File: src/rtl/fpu_pkg.sv
// Shared FP-unit definitions: canonical quiet NaN, arbiter state encoding, index-width helper.
package fpu_pkg;

  localparam logic [31:0] FP32_QNAN = 32'h7FC0_0000;

  typedef enum logic [1:0] {
    ARB_IDLE  = 2'd0,
    ARB_ISSUE = 2'd1,
    ARB_WAIT  = 2'd2,
    ARB_RESP  = 2'd3
  } arb_state_t;

  function automatic int unsigned idx_w(input int unsigned n);
    return (n > 1) ? $clog2(n) : 1;
  endfunction

endpackage

File: src/rtl/fp_add_arbiter_rr_pick.sv
// Combinational round-robin chooser: first set request at or after ptr, wrapping.
module rr_pick
  import fpu_pkg::*;
#(
  parameter int unsigned NUM_REQ = 4,
  localparam int unsigned PW     = idx_w(NUM_REQ)
) (
  input  logic [NUM_REQ-1:0] req,
  input  logic [PW-1:0]      ptr,
  output logic [NUM_REQ-1:0] gnt_oh,
  output logic [PW-1:0]      gnt_idx,
  output logic               any
);

  always_comb begin
    int unsigned k;
    gnt_oh  = '0;
    gnt_idx = '0;
    any     = 1'b0;
    k       = 0;
    for (int unsigned i = 0; i < NUM_REQ; i++) begin
      k = (32'(ptr) + i) % NUM_REQ;
      if (!any && req[k]) begin
        any       = 1'b1;
        gnt_oh[k] = 1'b1;
        gnt_idx   = PW'(k);
      end
    end
  end

endmodule

File: src/rtl/fp_add_arbiter.sv
// Shares one FP32 adder among NUM_REQ requesters, one op in flight, watchdog on the adder result.
module fp_add_arbiter
  import fpu_pkg::*;
#(
  parameter int unsigned NUM_REQ = 4,
  parameter int unsigned TIMEOUT = 8
) (
  input  logic                  clk,
  input  logic                  rst,
  input  logic [NUM_REQ-1:0]    req_vld,
  input  logic [32*NUM_REQ-1:0] req_a,
  input  logic [32*NUM_REQ-1:0] req_b,
  output logic [NUM_REQ-1:0]    req_rdy,
  output logic [31:0]           add_a,
  output logic [31:0]           add_b,
  output logic                  add_vld,
  input  logic [31:0]           add_res,
  input  logic                  add_res_vld,
  input  logic                  add_ovf,
  output logic [NUM_REQ-1:0]    rsp_vld,
  output logic [31:0]           rsp_res,
  output logic                  rsp_ovf,
  output logic                  rsp_err,
  input  logic [NUM_REQ-1:0]    rsp_rdy,
  output logic                  busy
);

  localparam int unsigned PW = idx_w(NUM_REQ);
  localparam int unsigned WW = $clog2(TIMEOUT);

  arb_state_t           state, state_nxt;
  logic [PW-1:0]        gnt, rr_ptr, pick_idx;
  logic [NUM_REQ-1:0]   pick_oh;
  logic                 pick_any;
  logic [WW-1:0]        wdog;
  logic                 accept, res_take, wd_expire, rsp_done;

  rr_pick #(.NUM_REQ(NUM_REQ)) u_pick (
    .req     (req_vld),
    .ptr     (rr_ptr),
    .gnt_oh  (pick_oh),
    .gnt_idx (pick_idx),
    .any     (pick_any)
  );

  always_ff @(posedge clk) begin
    if (rst) state <= ARB_IDLE;
    else     state <= state_nxt;
  end

  always_comb begin
    state_nxt = state;
    accept    = 1'b0;
    res_take  = 1'b0;
    wd_expire = 1'b0;
    rsp_done  = 1'b0;
    req_rdy   = '0;
    rsp_vld   = '0;
    add_vld   = 1'b0;
    busy      = (state != ARB_IDLE);
    case (state)
      ARB_IDLE: begin
        if (pick_any) begin
          accept    = 1'b1;
          req_rdy   = pick_oh;
          state_nxt = ARB_ISSUE;
        end
      end
      ARB_ISSUE: begin
        add_vld   = 1'b1;
        state_nxt = ARB_WAIT;
      end
      ARB_WAIT: begin
        // a result arriving on the last watchdog cycle takes priority over the timeout
        if (add_res_vld) begin
          res_take  = 1'b1;
          state_nxt = ARB_RESP;
        end else if (wdog == WW'(TIMEOUT - 1)) begin
          wd_expire = 1'b1;
          state_nxt = ARB_RESP;
        end
      end
      ARB_RESP: begin
        rsp_vld[gnt] = 1'b1;
        if (rsp_rdy[gnt]) begin
          rsp_done  = 1'b1;
          state_nxt = ARB_IDLE;
        end
      end
      default: state_nxt = ARB_IDLE;
    endcase
  end

  always_ff @(posedge clk) begin
    if (rst) begin
      add_a   <= '0;
      add_b   <= '0;
      gnt     <= '0;
      rr_ptr  <= '0;
      wdog    <= '0;
      rsp_res <= '0;
      rsp_ovf <= 1'b0;
      rsp_err <= 1'b0;
    end else begin
      if (accept) begin
        add_a <= req_a[{pick_idx, 5'b0} +: 32];
        add_b <= req_b[{pick_idx, 5'b0} +: 32];
        gnt   <= pick_idx;
      end
      if (state == ARB_ISSUE)
        wdog <= '0;
      else if (state == ARB_WAIT && !res_take && !wd_expire)
        wdog <= wdog + 1'b1;
      if (res_take) begin
        rsp_res <= add_res;
        rsp_ovf <= add_ovf;
        rsp_err <= 1'b0;
      end
      if (wd_expire) begin
        rsp_res <= FP32_QNAN;
        rsp_ovf <= 1'b0;
        rsp_err <= 1'b1;
      end
      if (rsp_done)
        rr_ptr <= (32'(gnt) == NUM_REQ - 1) ? '0 : gnt + 1'b1;
    end
  end

endmodule

File: config.mk
export PLATFORM = sky130hd
export DESIGN_NAME = fp_add_arbiter
export DESIGN_NICKNAME = d
export VERILOG_FILES = /design/src/rtl/fpu_pkg.sv /design/src/rtl/fp_add_arbiter_rr_pick.sv /design/src/rtl/fp_add_arbiter.sv
export SDC_FILE = /design/constraint.sdc
export NUM_CORES = 1
export LEC_CHECK = 0
export CAP_MARGIN = 20
export CORE_AREA = 2 2 157 159
export DETAILED_ROUTE_END_ITERATION = 16
export DIE_AREA = 0 0 159 161
export GPL_ROUTABILITY_DRIVEN = 0
export GPL_TIMING_DRIVEN = 0
export PLACE_DENSITY = 0.69
export SYNTH_ARGS = -nofsm -noshare
export SYNTH_HDL_FRONTEND = slang
export SYNTH_SLANG_ARGS = --single-unit
File: constraint.sdc
create_clock -name clk -period 3.4 [get_ports clk]
set_input_delay 0.34 -clock clk [delete_from_list [all_inputs] [get_ports clk]]
set_output_delay 0.34 -clock clk [all_outputs]
set_load 0.01 [all_outputs]
* After elaboration in Yosys (flattened, before gate mapping)
Index checks and enable logic that the tools add are counted.
** Operators by class
- Add/subtract/negate cells :: 5
- Magnitude comparators :: 10
- Eq/ne operators :: 8
- Shift-type cells :: 2
- Multiplexer cells :: 55
- Bitwise operators :: 3
- Reductions and logical operators :: 21
** Operators by type and width (count)
- $shiftx 128x8->32 :: 2
- $mux 31 :: 2
- $mux 4 :: 7
- $mux 1 :: 26
- $mux 2 :: 9
- $lt 2x3->1 const B :: 5
- $or 4x4->4 :: 3
- $bmux 1 s2 :: 5
- $demux 1 s2 :: 5
- $ge 2x1->1 const B :: 5
- $logic_and 1x1->1 :: 10
- $pmux 2 s4 :: 1
- $eq 2x2->1 const B :: 3
- $logic_not 1->1 :: 5
- $add 2x1->2 const B :: 2
- $add 2x2->2 const B :: 2
- $ne 2x2->1 const B :: 2
- $reduce_bool 2->1 :: 2
- $reduce_or 2->1 :: 2
- $add 3x1->3 const B :: 1
- $eq 3x3->1 const B :: 1
- $ne 3x3->1 const B :: 1
- $reduce_and 3->1 :: 1
- $eq 2x1->1 const B :: 1
- $logic_not 2->1 :: 1
** Storage, ports and cells
- Bits in registers :: 107
- Output and inout bits :: 108
- Word-level logic and storage cells :: 114

* Logic depth before layout (Yosys ltp)
- Depth in word-level cells :: 14
- Gate-level depth with buffers :: 14
- Gate-level depth less buffers :: 8

* By module
From an unflattened synthesis, not the netlist that was laid out.
** Unflattened totals
- Cell total of the unflattened synthesis :: 617
- Area total of the unflattened synthesis :: 5958.2 um^2
** Modules (own cells, without submodules)
- fp_add_arbiter :: instances 1, cells each 572, area an instance 5535.3 um^2, sequential area each 2142.1 um^2
- rr_pick :: instances 1, cells each 45, area an instance 422.9 um^2, sequential area each 0.0 um^2

* Worst setup path before layout
Ideal clock, no wire load.
- Path kind :: register to register
- Start point :: register rr_ptr[0]
- End point :: register add_a[10]
- Setup time :: 0.138 ns
- Arrival time :: 3.111 ns
- Data required time :: 3.262 ns
- Path slack :: 0.151 ns
- Stages on the path, launching flop included :: 14
- Path through :: dfxtp_1 -> buf_2 -> buf_2 -> inv_1 -> ha_1 -> buf_2 -> mux4_2 -> or2_1 -> nor3_1 -> nand2b_1 -> or3_1 -> clkbuf_1 -> buf_2 -> o221ai_1
** On the way
- Cells in the longest elaborated chain, start to end :: 14
** RTL lines
- from (decl) :: RTL line fp_add_arbiter.sv:32 : logic [PW-1:0] gnt, rr_ptr, pick_idx;
- from (signal assigned) :: RTL line fp_add_arbiter.sv:125 : rr_ptr <= (32'(gnt) == NUM_REQ - 1) ? '0 : gnt + 1'b1;
- branches (longest 14 deep; another with $add 2x1->2)
- to (signal assigned) :: RTL line fp_add_arbiter.sv:106 : add_a <= req_a[{pick_idx, 5'b0} +: 32];
- to (decl) :: RTL line fp_add_arbiter.sv:14 : output logic [31:0] add_a,
Several ways; the timed one is not identified. The select of a mux whose other input is x is not followed.
A chain may end at the register's enable or synchronous reset.

* Final worst setup path
- Start point :: register rr_ptr[0]
- End point :: output port req_rdy[2]
** On the way
- Cells in the longest elaborated chain, start to end :: 14
** RTL lines
- branches (longest 12 deep; another with $lt 2x3->1)
- $mux 4 (*) :: RTL line fp_add_arbiter.sv:63 : if (pick_any) begin
- $mux 4 (*) :: RTL line fp_add_arbiter.sv:61 : case (state)
- to (decl) :: RTL line fp_add_arbiter.sv:13 : output logic [NUM_REQ-1:0] req_rdy,
Mark *: on every way between the ends. The select of a mux whose other input is x is not followed.

==> results.cfg <==
[finish]
fin_area_um2 = 12400
syn_to_final_growth_pct = 68.4
fillers = 2326
final_util = 0.517
drive_above_1_share = 0.123
layout.nets = 1613

[critical_path]
critPathKind = reg -> out
start_kind = register
cp_max_fo = 10
critPathRequiredTime_ns = 3.06
worstPathArrival_ns = 2.93
cp-end-kind = output port
reg2regPathDepth = 15

[floorplanning]
start_util = 0.307
dieArea_um2 = 25600
fp.dieW_um = 159
boundaryPins = 408
die_h_um = 161
rows = 57
core_um2 = 24000

[place]
dpl_cell_area_um2 = 11800
dpl.hpwl_um = 26500
port_buffers = 405

[clocking]
clk_pin_slew_ns = 0.07
root_buffer = clkbuf_16
cts_sinks = 107
cts_tree = built
cts.htree.levels = 3
insertion_delay_ns = 0.36
numCtsBuffers = 9
postCtsHoldBufs = 0
cts_buffer_depth = 2

[min_path]
min_path_type = reg -> reg
hold_depth = 2

[routing]
drt-total-wl_um = 33600
drtIter0Drc = 649
vias = 8782
dr.pass1.iters = 6
postRouteAntennaNets = 0
drcViolationCount = 0
avgRoutedWirePerCell_um = 20.5
viasPerCell = 5.37

[synth]
synth-seq-cells = 107
synth_nets = 1181
synth_warnings = 0
synth_edf_count = 0
synthArstFlopShare = 0
synthFlopType = dfxtp_1
synth.avg_cell_area_um2 = 8.52
synth_cell_types = 48
mappedNetlistArea_um2 = 7350
syn_inst = 863
seq_area_frac_synth = 0.291

[pwr]
p_per_area_nw_per_um2 = 570
power.total_uw = 7060
ir_worst_vdd_mv = 0.305
leakage_uw = 0.00464

[sta]
rsz0062_at_grt = no
tns_ns = 0
slew_headroom = 0.513
finalCritPeriodShare = 0.960
maxSlewViolCount = 0
min_period_ns = 3.27
worst_pin_slew_ns = 0.729
hold_viol_final = 0
finClkSkew_ns = 0.0142
hold_ws_ns = 0.452
clock.fmax_ghz = 0.306
finalSetupViolCount = 0

[grt]
grt_pass1_vias = 8537
grt_overflow_total = 0
grt_pass1_wl_um = 50000
antenna_found_initial = 9
grt_util_all_layers = 0.250
grt_max_degree = 19

[job]
maxCapViolations = 0

[outcome]
status = finished clean
## power by group
| part | switching, µW | total, µW | internal, µW |
|---|---|---|---|
| clock network | 536 | 1070 | 531 |
| registers | 240 | 1910 | 1670 |
| logic | 2080 | 4080 | 2000 |
## critical path, stage by stage (launching register included)
cell	delay, ns
dfxtp_4	0.35
buf_8	0.13
buf_12	0.14
clkinvlp_4	0.10
ha_1	0.31
buf_6	0.15
mux4_2	0.30
or2_4	0.28
nor3b_4	0.21
buf_4	0.15
a221oi_1	0.06
nor2_1	0.10
dlygate4sd2_1	0.30
## metrics by stage
step	instances	setup slack, ns
finish	1634	0.134
global route	1632	0.00207
floorplan	863	0.151
detailed placement	1592	-0.862
CTS	1618	0.000462
global placement	1592	-0.882
## state kept, by name (all words and copies together), names as in the netlist
| register | cells |
|---|---|
| rsp_res | 32 |
| rsp_ovf | 1 |
| state | 2 |
| rsp_err | 1 |
| add_a | 32 |
| gnt | 2 |
| add_b | 32 |
| rr_ptr | 2 |
| wdog | 3 |
## layout by cell type (no fill, tap or decap), types with 4 or more instances in the layout
cell / synthesis / layout
mux2i_2: 0 / 5
a2111o_1: 30 / 30
a21oi_1: 26 / 26
nor2_1: 108 / 107
and2_1: 5 / 5
o221ai_1: 33 / 33
dfxtp_1: 107 / 105
a22oi_1: 4 / 4
clkbuf_2: 0 / 7
ha_1: 18 / 18
a311oi_1: 31 / 30
nor3_1: 5 / 4
a31oi_1: 10 / 10
buf_6: 5 / 8
o211ai_1: 4 / 4
clkbuf_16: 0 / 9
a222oi_1: 33 / 33
nand2_1: 108 / 108
clkbuf_4: 0 / 6
mux4_2: 4 / 4
or2_2: 31 / 31
mux2_2: 34 / 34
buf_2: 21 / 9
o2111ai_1: 31 / 31
a221oi_1: 5 / 5
mux2i_1: 72 / 67
clkbuf_1: 55 / 48
clkdlybuf4s50_1: 0 / 401
buf_4: 6 / 25
inv_1: 10 / 9
nand3b_1: 4 / 4
diode_2: 0 / 10
nand2b_1: 34 / 33
## final timing paths
check              start  slack, ns          end
min          rsp_res[18]       0.45  rsp_res[18]
min reg2reg  rsp_res[18]       0.45  rsp_res[18]
max            rr_ptr[0]       0.13   req_rdy[2]
max reg2reg    rr_ptr[0]       0.16     add_a[1]
## per-layer routing
layer	GRT usage	vias up	wire length [µm]
met5	0	-	0
met4	0.109	0	1070
met3	0.0714	56	2830
met2	0.426	383	16200
met1	0.294	4193	13400
li1	-	4150	-
## timing repair
action,4_1_cts,5_1_grt
endpoints found under the setup margin,70,69
resized for setup,24,40
buffers inserted,11,6
pin swaps,3,6
## synth_stat cells, drive strengths merged (18+ instances only)
library cell | n | area [µm²]
nor2 | 109 | 425
a311oi | 31 | 272
ha | 18 | 225
mux2 | 34 | 383
o221ai | 33 | 289
buf | 33 | 210
a2111o | 30 | 338
nand2b | 34 | 213
or2 | 32 | 200
nand2 | 108 | 405
mux2i | 72 | 721
clkbuf | 55 | 206
dfxtp | 107 | 2140
o2111ai | 31 | 272
a222oi | 33 | 330
a21oi | 27 | 139
## layout make-up
class / instances / area [µm²] / share of cell area
Antenna cell: 10 / 25.0 / 0.00202
Buffer: 87 / 485 / 0.0392
Clock buffer: 11 / 243 / 0.0196
Clock inverter: 5 / 46.3 / 0.00374
Inverter: 10 / 41.3 / 0.00333
Multi-Input combinational cell: 658 / 4820 / 0.389
Sequential cell: 107 / 2150 / 0.173
Tap cell: 324 / 405 / 0.0327
Timing Repair Buffer: 422 / 4170 / 0.337
## cell families after synthesis
family          count (synthesis)  synth area share
compound gates                222             0.260
xor+xnor                        1           0.00119
simple gates                  307             0.193
buf+inv                        98            0.0618
fa+ha+maj                      18            0.0306
mux                           110             0.162
flops                         107             0.291
Note: power is estimated with default switching activity, not from simulation.
